`src/rtl/gcm_job_sequencer.sv`:
```
// gcm_job_sequencer: job-level front end for the gcm_aes core.
// Takes one descriptor, streams AAD then PT blocks from one ingress stream
// into the core with instance framing, returns ciphertext on a backpressured
// egress stream and the tag on a one-shot handshake. The core only advances
// on o_core_ce, so it never sees gaps or has an output overwritten.
module gcm_job_sequencer #(
  parameter int CT_LAT      = 2,
  parameter int CNT_W       = 16,
  parameter int TAG_TIMEOUT = 64
) (
  input  logic             clk,
  input  logic             rst,
  // job descriptor
  input  logic             i_job_valid,
  output logic             o_job_ready,
  input  logic [127:0]     i_job_key,
  input  logic [95:0]      i_job_iv,
  input  logic [CNT_W-1:0] i_job_n_aad,
  input  logic [CNT_W-1:0] i_job_n_pt,
  input  logic [63:0]      i_job_aad_bits,
  input  logic [63:0]      i_job_pt_bits,
  // ingress blocks (AAD first, then PT)
  input  logic             i_blk_valid,
  output logic             o_blk_ready,
  input  logic [127:0]     i_blk_data,
  // ciphertext egress
  output logic             o_ct_valid,
  input  logic             i_ct_ready,
  output logic [127:0]     o_ct_data,
  // tag egress
  output logic             o_tag_valid,
  input  logic             i_tag_ready,
  output logic [127:0]     o_tag,
  output logic             o_err,
  // core side
  output logic             o_core_ce,
  output logic             o_core_new_instance,
  output logic             o_core_pt_instance,
  output logic [127:0]     o_core_key,
  output logic [95:0]      o_core_iv,
  output logic [127:0]     o_core_aad,
  output logic [127:0]     o_core_pt,
  output logic [63:0]      o_core_aad_size,
  output logic [63:0]      o_core_pt_size,
  input  logic [127:0]     i_core_ct,
  input  logic [127:0]     i_core_tag,
  input  logic             i_core_tag_ready
);

  localparam int TMO_W = $clog2(TAG_TIMEOUT + 1);

  typedef enum logic [2:0] {
    S_IDLE  = 3'd0,
    S_AAD   = 3'd1,
    S_PT    = 3'd2,
    S_ZERO  = 3'd3,
    S_DRAIN = 3'd4,
    S_TAG   = 3'd5
  } state_t;

  state_t           state;
  logic [CNT_W-1:0] n_aad;
  logic [CNT_W-1:0] n_pt;
  logic [CNT_W-1:0] aad_cnt;
  logic [CNT_W-1:0] pt_cnt;
  logic [CT_LAT:1]  pv;        // marks PT blocks travelling through the core
  logic [TMO_W-1:0] tmo_cnt;

  logic in_aad, in_pt, in_zero, in_drain;
  logic stall, fire, pv_empty;

  assign in_aad   = (state == S_AAD);
  assign in_pt    = (state == S_PT);
  assign in_zero  = (state == S_ZERO);
  assign in_drain = (state == S_DRAIN);

  // A presented ciphertext that is not taken freezes the whole core.
  assign o_ct_valid  = pv[CT_LAT];
  assign o_ct_data   = o_ct_valid ? i_core_ct : '0;
  assign stall       = o_ct_valid & ~i_ct_ready;
  assign pv_empty    = ~|pv;

  assign o_job_ready = (state == S_IDLE);
  assign o_blk_ready = (in_aad | in_pt) & ~stall;
  assign fire        = i_blk_valid & o_blk_ready;

  // The empty job gets one forced step so the core still frames an instance.
  assign o_core_ce   = fire | in_zero | (in_drain & ~stall);

  assign o_core_aad  = in_aad ? i_blk_data : '0;
  assign o_core_pt   = in_pt  ? i_blk_data : '0;

  // First block of the job opens the instance, whether it is AAD or PT.
  assign o_core_new_instance =
      (fire & ((in_aad & (aad_cnt == '0)) |
               (in_pt & (pt_cnt == '0) & (n_aad == '0)))) | in_zero;
  assign o_core_pt_instance  = (fire & in_pt & (pt_cnt == '0)) | in_zero;

  // Ciphertext tracker: advances in lockstep with the core's enabled cycles.
  always_ff @(posedge clk or posedge rst) begin
    if (rst) begin
      pv <= '0;
    end else if (o_core_ce) begin
      pv[1] <= fire & in_pt;
      for (int k = 2; k <= CT_LAT; k++) pv[k] <= pv[k-1];
    end
  end

  // Job FSM: descriptor latch, block counting, drain/tag/timeout handling.
  always_ff @(posedge clk or posedge rst) begin
    if (rst) begin
      state           <= S_IDLE;
      n_aad           <= '0;
      n_pt            <= '0;
      aad_cnt         <= '0;
      pt_cnt          <= '0;
      tmo_cnt         <= '0;
      o_core_key      <= '0;
      o_core_iv       <= '0;
      o_core_aad_size <= '0;
      o_core_pt_size  <= '0;
      o_tag           <= '0;
      o_tag_valid     <= 1'b0;
      o_err           <= 1'b0;
    end else begin
      o_err <= 1'b0;
      case (state)
        S_IDLE: begin
          if (i_job_valid) begin
            o_core_key      <= i_job_key;
            o_core_iv       <= i_job_iv;
            o_core_aad_size <= i_job_aad_bits;
            o_core_pt_size  <= i_job_pt_bits;
            n_aad           <= i_job_n_aad;
            n_pt            <= i_job_n_pt;
            aad_cnt         <= '0;
            pt_cnt          <= '0;
            tmo_cnt         <= '0;
            if (i_job_n_aad != '0)     state <= S_AAD;
            else if (i_job_n_pt != '0) state <= S_PT;
            else                       state <= S_ZERO;
          end
        end
        S_AAD: begin
          if (fire) begin
            aad_cnt <= aad_cnt + CNT_W'(1);
            if (aad_cnt + CNT_W'(1) == n_aad)
              state <= (n_pt != '0) ? S_PT : S_DRAIN;
          end
        end
        S_PT: begin
          if (fire) begin
            pt_cnt <= pt_cnt + CNT_W'(1);
            if (pt_cnt + CNT_W'(1) == n_pt) state <= S_DRAIN;
          end
        end
        S_ZERO: state <= S_DRAIN;
        S_DRAIN: begin
          // Tag is only trusted once every ciphertext has left the core.
          if (o_core_ce && pv_empty) begin
            if (i_core_tag_ready) begin
              o_tag       <= i_core_tag;
              o_tag_valid <= 1'b1;
              state       <= S_TAG;
            end else if (tmo_cnt == TMO_W'(TAG_TIMEOUT - 1)) begin
              o_err <= 1'b1;
              state <= S_IDLE;
            end else begin
              tmo_cnt <= tmo_cnt + TMO_W'(1);
            end
          end
        end
        S_TAG: begin
          if (i_tag_ready) begin
            o_tag_valid <= 1'b0;
            state       <= S_IDLE;
          end
        end
        default: state <= S_IDLE;
      endcase
    end
  end

endmodule
```
`config.mk`:
```
export PLATFORM = sky130hd
export DESIGN_NAME = gcm_job_sequencer
export DESIGN_NICKNAME = d
export VERILOG_FILES = /design/src/rtl/gcm_job_sequencer.sv
export SDC_FILE = /design/constraint.sdc
export NUM_CORES = 1
export LEC_CHECK = 0
export CAP_MARGIN = 20
export CORE_AREA = 2 2 637 639
export DETAILED_ROUTE_END_ITERATION = 8
export DIE_AREA = 0 0 639 641
export PLACE_DENSITY_LB_ADDON = 0.05
export SYNTH_ARGS = -nofsm -noshare
export SYNTH_HDL_FRONTEND = slang
export SYNTH_SLANG_ARGS = --single-unit
```
`constraint.sdc`:
```
create_clock -name clk -period 24.7 [get_ports clk]
set_input_delay 4.94 -clock clk [delete_from_list [all_inputs] [get_ports clk]]
set_output_delay 4.94 -clock clk [all_outputs]
set_load 0.02 [all_outputs]
```
==> results of run 1 <==
critical path, cell delays in order:
cell                              delay (ps)
sky130_fd_sc_hd__clkdlybuf4s50_1         600
sky130_fd_sc_hd__nand2b_1                230
sky130_fd_sc_hd__nand4_1                 560
sky130_fd_sc_hd__inv_1                   250
sky130_fd_sc_hd__nand2_1                 510
sky130_fd_sc_hd__o21ai_1                 340
sky130_fd_sc_hd__buf_4                   220
sky130_fd_sc_hd__clkdlybuf4s50_1         630
synthesized netlist by cell type, types with 3 or more instances:
master                     instances
sky130_fd_sc_hd__and4_1            3
sky130_fd_sc_hd__and3_1            3
sky130_fd_sc_hd__xor2_1           22
sky130_fd_sc_hd__o21bai_1          3
sky130_fd_sc_hd__inv_1            14
sky130_fd_sc_hd__or3_1             3
sky130_fd_sc_hd__xnor2_1          25
sky130_fd_sc_hd__nand2_1        1196
sky130_fd_sc_hd__ha_1              5
sky130_fd_sc_hd__o311ai_0          3
sky130_fd_sc_hd__a31oi_1           5
sky130_fd_sc_hd__clkbuf_1        154
sky130_fd_sc_hd__nor3_1           14
sky130_fd_sc_hd__dfrtp_1         558
sky130_fd_sc_hd__and2_1          393
sky130_fd_sc_hd__nor4_1           31
sky130_fd_sc_hd__o21ai_0          60
sky130_fd_sc_hd__buf_2            11
sky130_fd_sc_hd__o31ai_1          11
sky130_fd_sc_hd__mux2i_1           4
sky130_fd_sc_hd__mux2_2          129
sky130_fd_sc_hd__nor2_1           38
sky130_fd_sc_hd__buf_1             7
sky130_fd_sc_hd__nand2b_1          3
sky130_fd_sc_hd__nand4_1          17
sky130_fd_sc_hd__nand3_1          14
sky130_fd_sc_hd__a21oi_1          14
where the power goes:
| group | internal [mW] | switching (mW) |
|---|---|---|
| registers | 0.919 | 0.0196 |
| clock network | 0.727 | 0.540 |
| logic | 0.276 | 0.359 |
| total | 1.92 | 0.919 |
cells by family (layout without fill, tap and decap cells):
| kind of cell | after synthesis | in the layout | synth area share, % |
|---|---|---|---|
| other | 0 | 97 | 0 |
| muxes | 133 | 133 | 5.921 |
| buffers and inverters | 188 | 1847 | 2.869 |
| adders and majority gates | 6 | 6 | 0.2879 |
| xor gates and xnor gates | 47 | 47 | 1.633 |
| AOI/OAI and AO/OA | 115 | 115 | 2.730 |
| DFF | 558 | 558 | 55.39 |
| and+or+nand+nor | 1740 | 1740 | 31.17 |
path summary, 6_finish.rpt:
kind | end | cells after the start
setup / recovery | o_core_pt_instance | 8
hold / removal | o_core_aad_size[58]$_DFFE_PP0P_ | 2
setup reg to reg | o_tag[15]$_DFFE_PP0P_ | 7
hold reg to reg | o_core_aad_size[58]$_DFFE_PP0P_ | 2
max in group asynchronous | o_core_iv[8]$_DFFE_PP0P_ | 5
min in group asynchronous | o_core_key[119]$_DFFE_PP0P_ | 2
area by class of cell:
class                   count  area share (%)
well taps                5287           12.97
diodes                     97          0.4759
flip-flops and latches    558           27.38
clock buffers             137           5.068
repair buffers           1679           32.94
multi-input cells        2041           20.69
inverters                  15          0.1251
clock inverters            16          0.3434
sequential cells by signal, summed over array words and instances (netlist names):
name             count
o_core_pt_size      64
o_tag_valid          1
tmo_cnt              7
state                3
o_core_aad_size     64
pv                   2
o_core_iv           96
aad_cnt             16
n_aad               16
pt_cnt              16
n_pt                16
o_err                1
o_tag              128
o_core_key         128
stage by stage:
step / utilization, % / std cells / power (mW) / instance area, sq um
floorplan: - / 2787 / 1.144 / 25210
global route: 12.67 / 9801 / 2.982 / 50930
global placement: 11.92 / 9576 / 1.625 / 47930
finish: 12.69 / 9830 / 2.841 / 51010
CTS: 12.61 / 9730 / 2.968 / 50700
detailed placement: 11.93 / 9577 / 1.620 / 47940
per-layer routing:
metal | global-route usage [%] | vias to the layer above | wire, um
met5 | 0 | - | 974
met3 | 5.120 | 456 | 22810
met1 | 9.105 | 12752 | 69340
met2 | 23.91 | 1159 | 143100
li1 | - | 12093 | -
met4 | 4.401 | 146 | 10380
==> flow_summary.yaml, run 1 <==
finish:
  syn2layout_area_growth_pct: 102.3
  layout.cells.most_common: "sky130_fd_sc_hd__clkdlybuf4s50_1"
  regArea_sq_um: 13970
  drive_gt1_share_pct: 6.860
  multiInputGateArea_sq_um: 10560
  layout.nets: 5162
  final.fill_count: 45879
  layout_common_cells: "1646 x sky130_fd_sc_hd__clkdlybuf4s50_1, 1194 x sky130_fd_sc_hd__nand2_1, 557 x sky130_fd_sc_hd__dfrtp_1"
die:
  floorplan.io_pins: 1647
  effective_utilization_at_floorplan_pct: 6.270
  core-area_sq_um: 402000
  placement_rows: 233
  fp.dieH_um: 641
  die_w_um: 639
  floorplan.die_area_sq_um: 409600
setup_path:
  path_class: "input pin to primary output"
  worstPathMaxFanout: 16
  worst_r2r_startpoint: "state[1]$_DFFE_PP0P_"
  timing.reg2reg.setup_slack_ps: 20720
  required_ps: 19760
  worst-endpoint-arrival_ps: 8310
  setup.worst_path.start_class: "input pin"
  worstSetupStartpoint: "i_ct_ready"
  timing.critical_path.to_type: "primary output"
sta:
  worst_slew_margin_rel_pct: 22.89
  finalSetupTns_ps: 0
  final_period_minus_worst_setup_slack_ps: 13250
  achievable-frequency_mhz: 75.49
  final.setup_skew_ps: 39.34
  hold_slack_ps: 468.2
  timing.final.max_slew_violations: 0
  final_hold_viol_count: 0
  unrepaired_setup_endpoints_after_global_routing: "no"
  transition_time_at_the_pin_with_the_least_slew_margin_ps: 1157
  layout_setup_ws_ps: 11450
  timing.final.crit_share_pct: 53.63
  timing.final.setup_violations: 0
place:
  place_congestion: 0.8579
  post-dp-hpwl_um: 201900
  port_buffers: 1646
  post-place-ws_ps: 11230
global_route:
  grt_start_max_net_pins: 148
  grt_antenna_before_repair: 191
  grt.overflow.total: 0
  grt_pass1_wl_um: 308400
  grt_use_total_pct: 11.53
  first_global_vias: 27747
drt:
  routed_wire_length_per_instance_um: 25.09
  drt_initial_violations: 893
  final_antenna_net_count: 0
  dr_total_vias: 26606
  drt-vias-per-instance: 2.707
  wirelength_um: 246600
  drt_first_pass_iters: 5
  number_of_drc_violations_after_detailed_routing: 0
worst_hold_path:
  min-delay-start: "o_core_aad_size[58]$_DFFE_PP0P_"
  hold_path.class: "flip-flop to flip-flop"
logic_synthesis:
  post-synth-top-area-fraction_pct: 55.39
  syn-instance-count: 2787
  async_flop_share_pct: 100.0
  yosys_most_used_dff: "sky130_fd_sc_hd__dfrtp_1"
  synth_seq_cells: 558
  synth-edff-count: 0
  postSynthNetCount: 3567
  synth_area_leader_cell: "sky130_fd_sc_hd__dfrtp_1"
  yosysWarnings: 0
  fraction_of_the_yosys_area_taken_by_sequential_cells_pct: 55.39
  synthesis.area_per_instance_sq_um: 9.045
  netlist_area_sq_um: 25210
  synth.lib_cells_used.distinct: 63
  synth_top_cells_by_area: "sky130_fd_sc_hd__dfrtp_1 55%, sky130_fd_sc_hd__nand2_1 18%, sky130_fd_sc_hd__and2_1 9.8%, sky130_fd_sc_hd__mux2_2 5.8%, sky130_fd_sc_hd__clkbuf_1 2.3%"
cts:
  hold_fix_buffers_at_cts: 0
  number_of_gates_resized_after_cts: 0
  cts_tree: "yes"
  clk-insertion-delay-late_ps: 710
  clock_root_buffer: "sky130_fd_sc_hd__clkbuf_16"
  clock_tree.htree_level_count: 3
  cts_buffers: 87
  cts.sinks: 558
  cts_post_setup_buffers_inserted: 0
  worst_setup_hold_path_clk_slew_ps: 50
  clockBufferDepth: 3
pwr:
  pwr_density_cell_nw_per_um2: 55.70
  cellLeakagePower_nw: 21.18
  ir_worst_vdd_mv: 0.05553
run:
  drv.max_cap_violation_count: 0
outcome:
  status: "finished clean"
Note: power is estimated with default switching activity, not from simulation.
==> run 2: changes to the inputs <==
Clock period 24.7 ns to 12.7 ns, I/O delays scaled along.
==> flow_summary.yaml, run 2 (synthesis gave the netlist of run 1 again) <==
sta:
  finalSetupTns_ps: 0
  final_hold_viol_count: 0
  transition_time_at_the_pin_with_the_least_slew_margin_ps: 1125
  final_period_minus_worst_setup_slack_ps: 8300
  achievable-frequency_mhz: 120.5
  worst_slew_margin_rel_pct: 24.75
  timing.final.max_slew_violations: 0
  unrepaired_setup_endpoints_after_global_routing: "no"
  final.setup_skew_ps: 45.82
  timing.final.crit_share_pct: 65.36
  timing.final.setup_violations: 0
die:
  die_w_um: 639
  floorplan.io_pins: 1647
  core-area_sq_um: 402000
  floorplan.die_area_sq_um: 409600
  fp.dieH_um: 641
  placement_rows: 233
  effective_utilization_at_floorplan_pct: 6.270
pwr:
  cellLeakagePower_nw: 21.22
  ir_worst_vdd_mv: 0.1453
  pwr_density_cell_nw_per_um2: 110.0
drt:
  number_of_drc_violations_after_detailed_routing: 0
  drt_initial_violations: 905
  met2_wirelength_um: 141600
  dr_total_vias: 26571
  drt-vias-per-instance: 2.714
  final_antenna_net_count: 0
  drt_first_pass_iters: 4
  maxUsedRoutingLayer: "met5"
  wirelength_um: 244800
  wl_met3_um: 23350
  routed_length_on_met1_um: 66800
  routed_wire_length_per_instance_um: 25.00
setup_path:
  crit_path_top_delay_cell: "sky130_fd_sc_hd__clkdlybuf4s50_1"
  largest_stage_delay_worst_path_ps: 680
  worst_path_most_repeated_cell: "sky130_fd_sc_hd__clkdlybuf4s50_1"
  timing.critical_path.to_type: "primary output"
  cp_top_family: "buffers and inverters"
  worstPathMaxFanout: 16
  worst-endpoint-arrival_ps: 5760
  setup.worst_path.start_class: "input pin"
  required_ps: 10160
  path_class: "input pin to primary output"
  crit_chain: "clkdlybuf4s50_1, nand4_1, inv_1, nand2_1, o21ai_1, buf_6, buf_4, clkdlybuf4s50_1"
  critical_path.n_buffers_inverters: 5
finish:
  final_cells: 9792
  drive_gt1_share_pct: 6.875
  final.fill_count: 45978
  syn2layout_area_growth_pct: 102.5
  finalCoreUtilization_pct: 12.70
  layout.cells.most_common: "sky130_fd_sc_hd__clkdlybuf4s50_1"
  layout.nets: 5162
  largest_registers: "o_core_key: 128 flops, o_tag: 128 flops, o_core_iv: 96 flops"
  layout_common_cells: "1646 x sky130_fd_sc_hd__clkdlybuf4s50_1, 1194 x sky130_fd_sc_hd__nand2_1, 557 x sky130_fd_sc_hd__dfrtp_1"
cts:
  clock_root_buffer: "sky130_fd_sc_hd__clkbuf_16"
  cts_tree: "yes"
  number_of_gates_resized_after_cts: 0
  clockBufferDepth: 3
  hold_fix_buffers_at_cts: 0
  clock_tree.htree_level_count: 3
  cts_post_setup_buffers_inserted: 0
  cts.sinks: 558
  cts_buffers: 88
  worst_setup_hold_path_clk_slew_ps: 60
  clk-insertion-delay-late_ps: 720
global_route:
  first_global_vias: 27673
  grt.overflow.total: 0
  grt_use_total_pct: 11.42
  grt_start_max_net_pins: 145
  grt_antenna_before_repair: 207
  grt_pass1_wl_um: 306000
place:
  placed_cells: 9579
  place_congestion: 0.9366
  port_buffers: 1646
  post-dp-hpwl_um: 199400
outcome:
  status: "finished clean"
run:
  drv.max_cap_violation_count: 0
worst_hold_path:
  hold_path.class: "flip-flop to flip-flop"
run 2: cell types whose count changed in the layout (fill, tap and decap cells not counted), sizes merged:
cell,before,now
diode,97,54
clkbuf,137,141
bufinv,1,4
clkinvlp,1,4
clkinv,11,9
inv,18,16
buf,33,32
run 2: where the power goes:
part / total, mW / switching, mW / leakage [nW] / internal (mW)
logic: 1.22 / 0.682 / 12.1 / 0.537
clock network: 2.57 / 1.07 / 1.41 / 1.50
registers: 1.82 / 0.0372 / 7.75 / 1.79
run 2: final timing paths:
| path | from | to | slack [ps] | cells after the start |
|---|---|---|---|---|
| setup / recovery | i_blk_valid | o_core_pt_instance | 4400 | 8 |
| hold / removal | o_core_key[12]$_DFFE_PP0P_ | o_core_key[12]$_DFFE_PP0P_ | 470 | 2 |
| setup reg to reg | pv[2]$_DFFE_PP0P_ | o_tag[10]$_DFFE_PP0P_ | 8240 | 6 |
| hold reg to reg | o_core_key[12]$_DFFE_PP0P_ | o_core_key[12]$_DFFE_PP0P_ | 470 | 2 |
| max in group asynchronous | rst | o_tag[123]$_DFFE_PP0P_ | 8450 | 5 |
| min in group asynchronous | rst | o_core_key[67]$_DFFE_PP0P_ | 2380 | 3 |
run 2: layout make-up:
cell class	count	area, sq um	area share [%]
Timing Repair Buffer	1678	16790	32.90
Sequential cell	558	13970	27.36
Multi-Input combinational cell	2041	10560	20.67
Tap cell	5287	6615	12.96
Clock buffer	141	2623	5.137
Clock inverter	18	302.8	0.5931
Antenna cell	54	135.1	0.2647
Inverter	15	60.06	0.1176
run 2: per-layer routing:
metal | track usage, % | up-vias
met5 | 0 | -
li1 | - | 12057
met3 | 5.236 | 509
met1 | 8.749 | 12699
met2 | 23.78 | 1152
met4 | 4.584 | 154
run 2: tightest hold or removal path: stages, from the launching register on:
cell                      delay [ps]
sky130_fd_sc_hd__dfrtp_1         340
sky130_fd_sc_hd__nand2_1          50
sky130_fd_sc_hd__nand2_1          50
run 2: metrics by stage:
step	hold WS [ps]	power (mW)	area, sq um	setup WS, ps
after floorplan	477.2	2.227	25210	2564
after global placement	460.4	3.134	47970	3539
after detailed placement	460.7	3.127	47990	4178
after CTS	475.7	5.869	50920	4160
after global routing	489.1	5.897	50980	4093
final	468.3	5.616	51050	4400
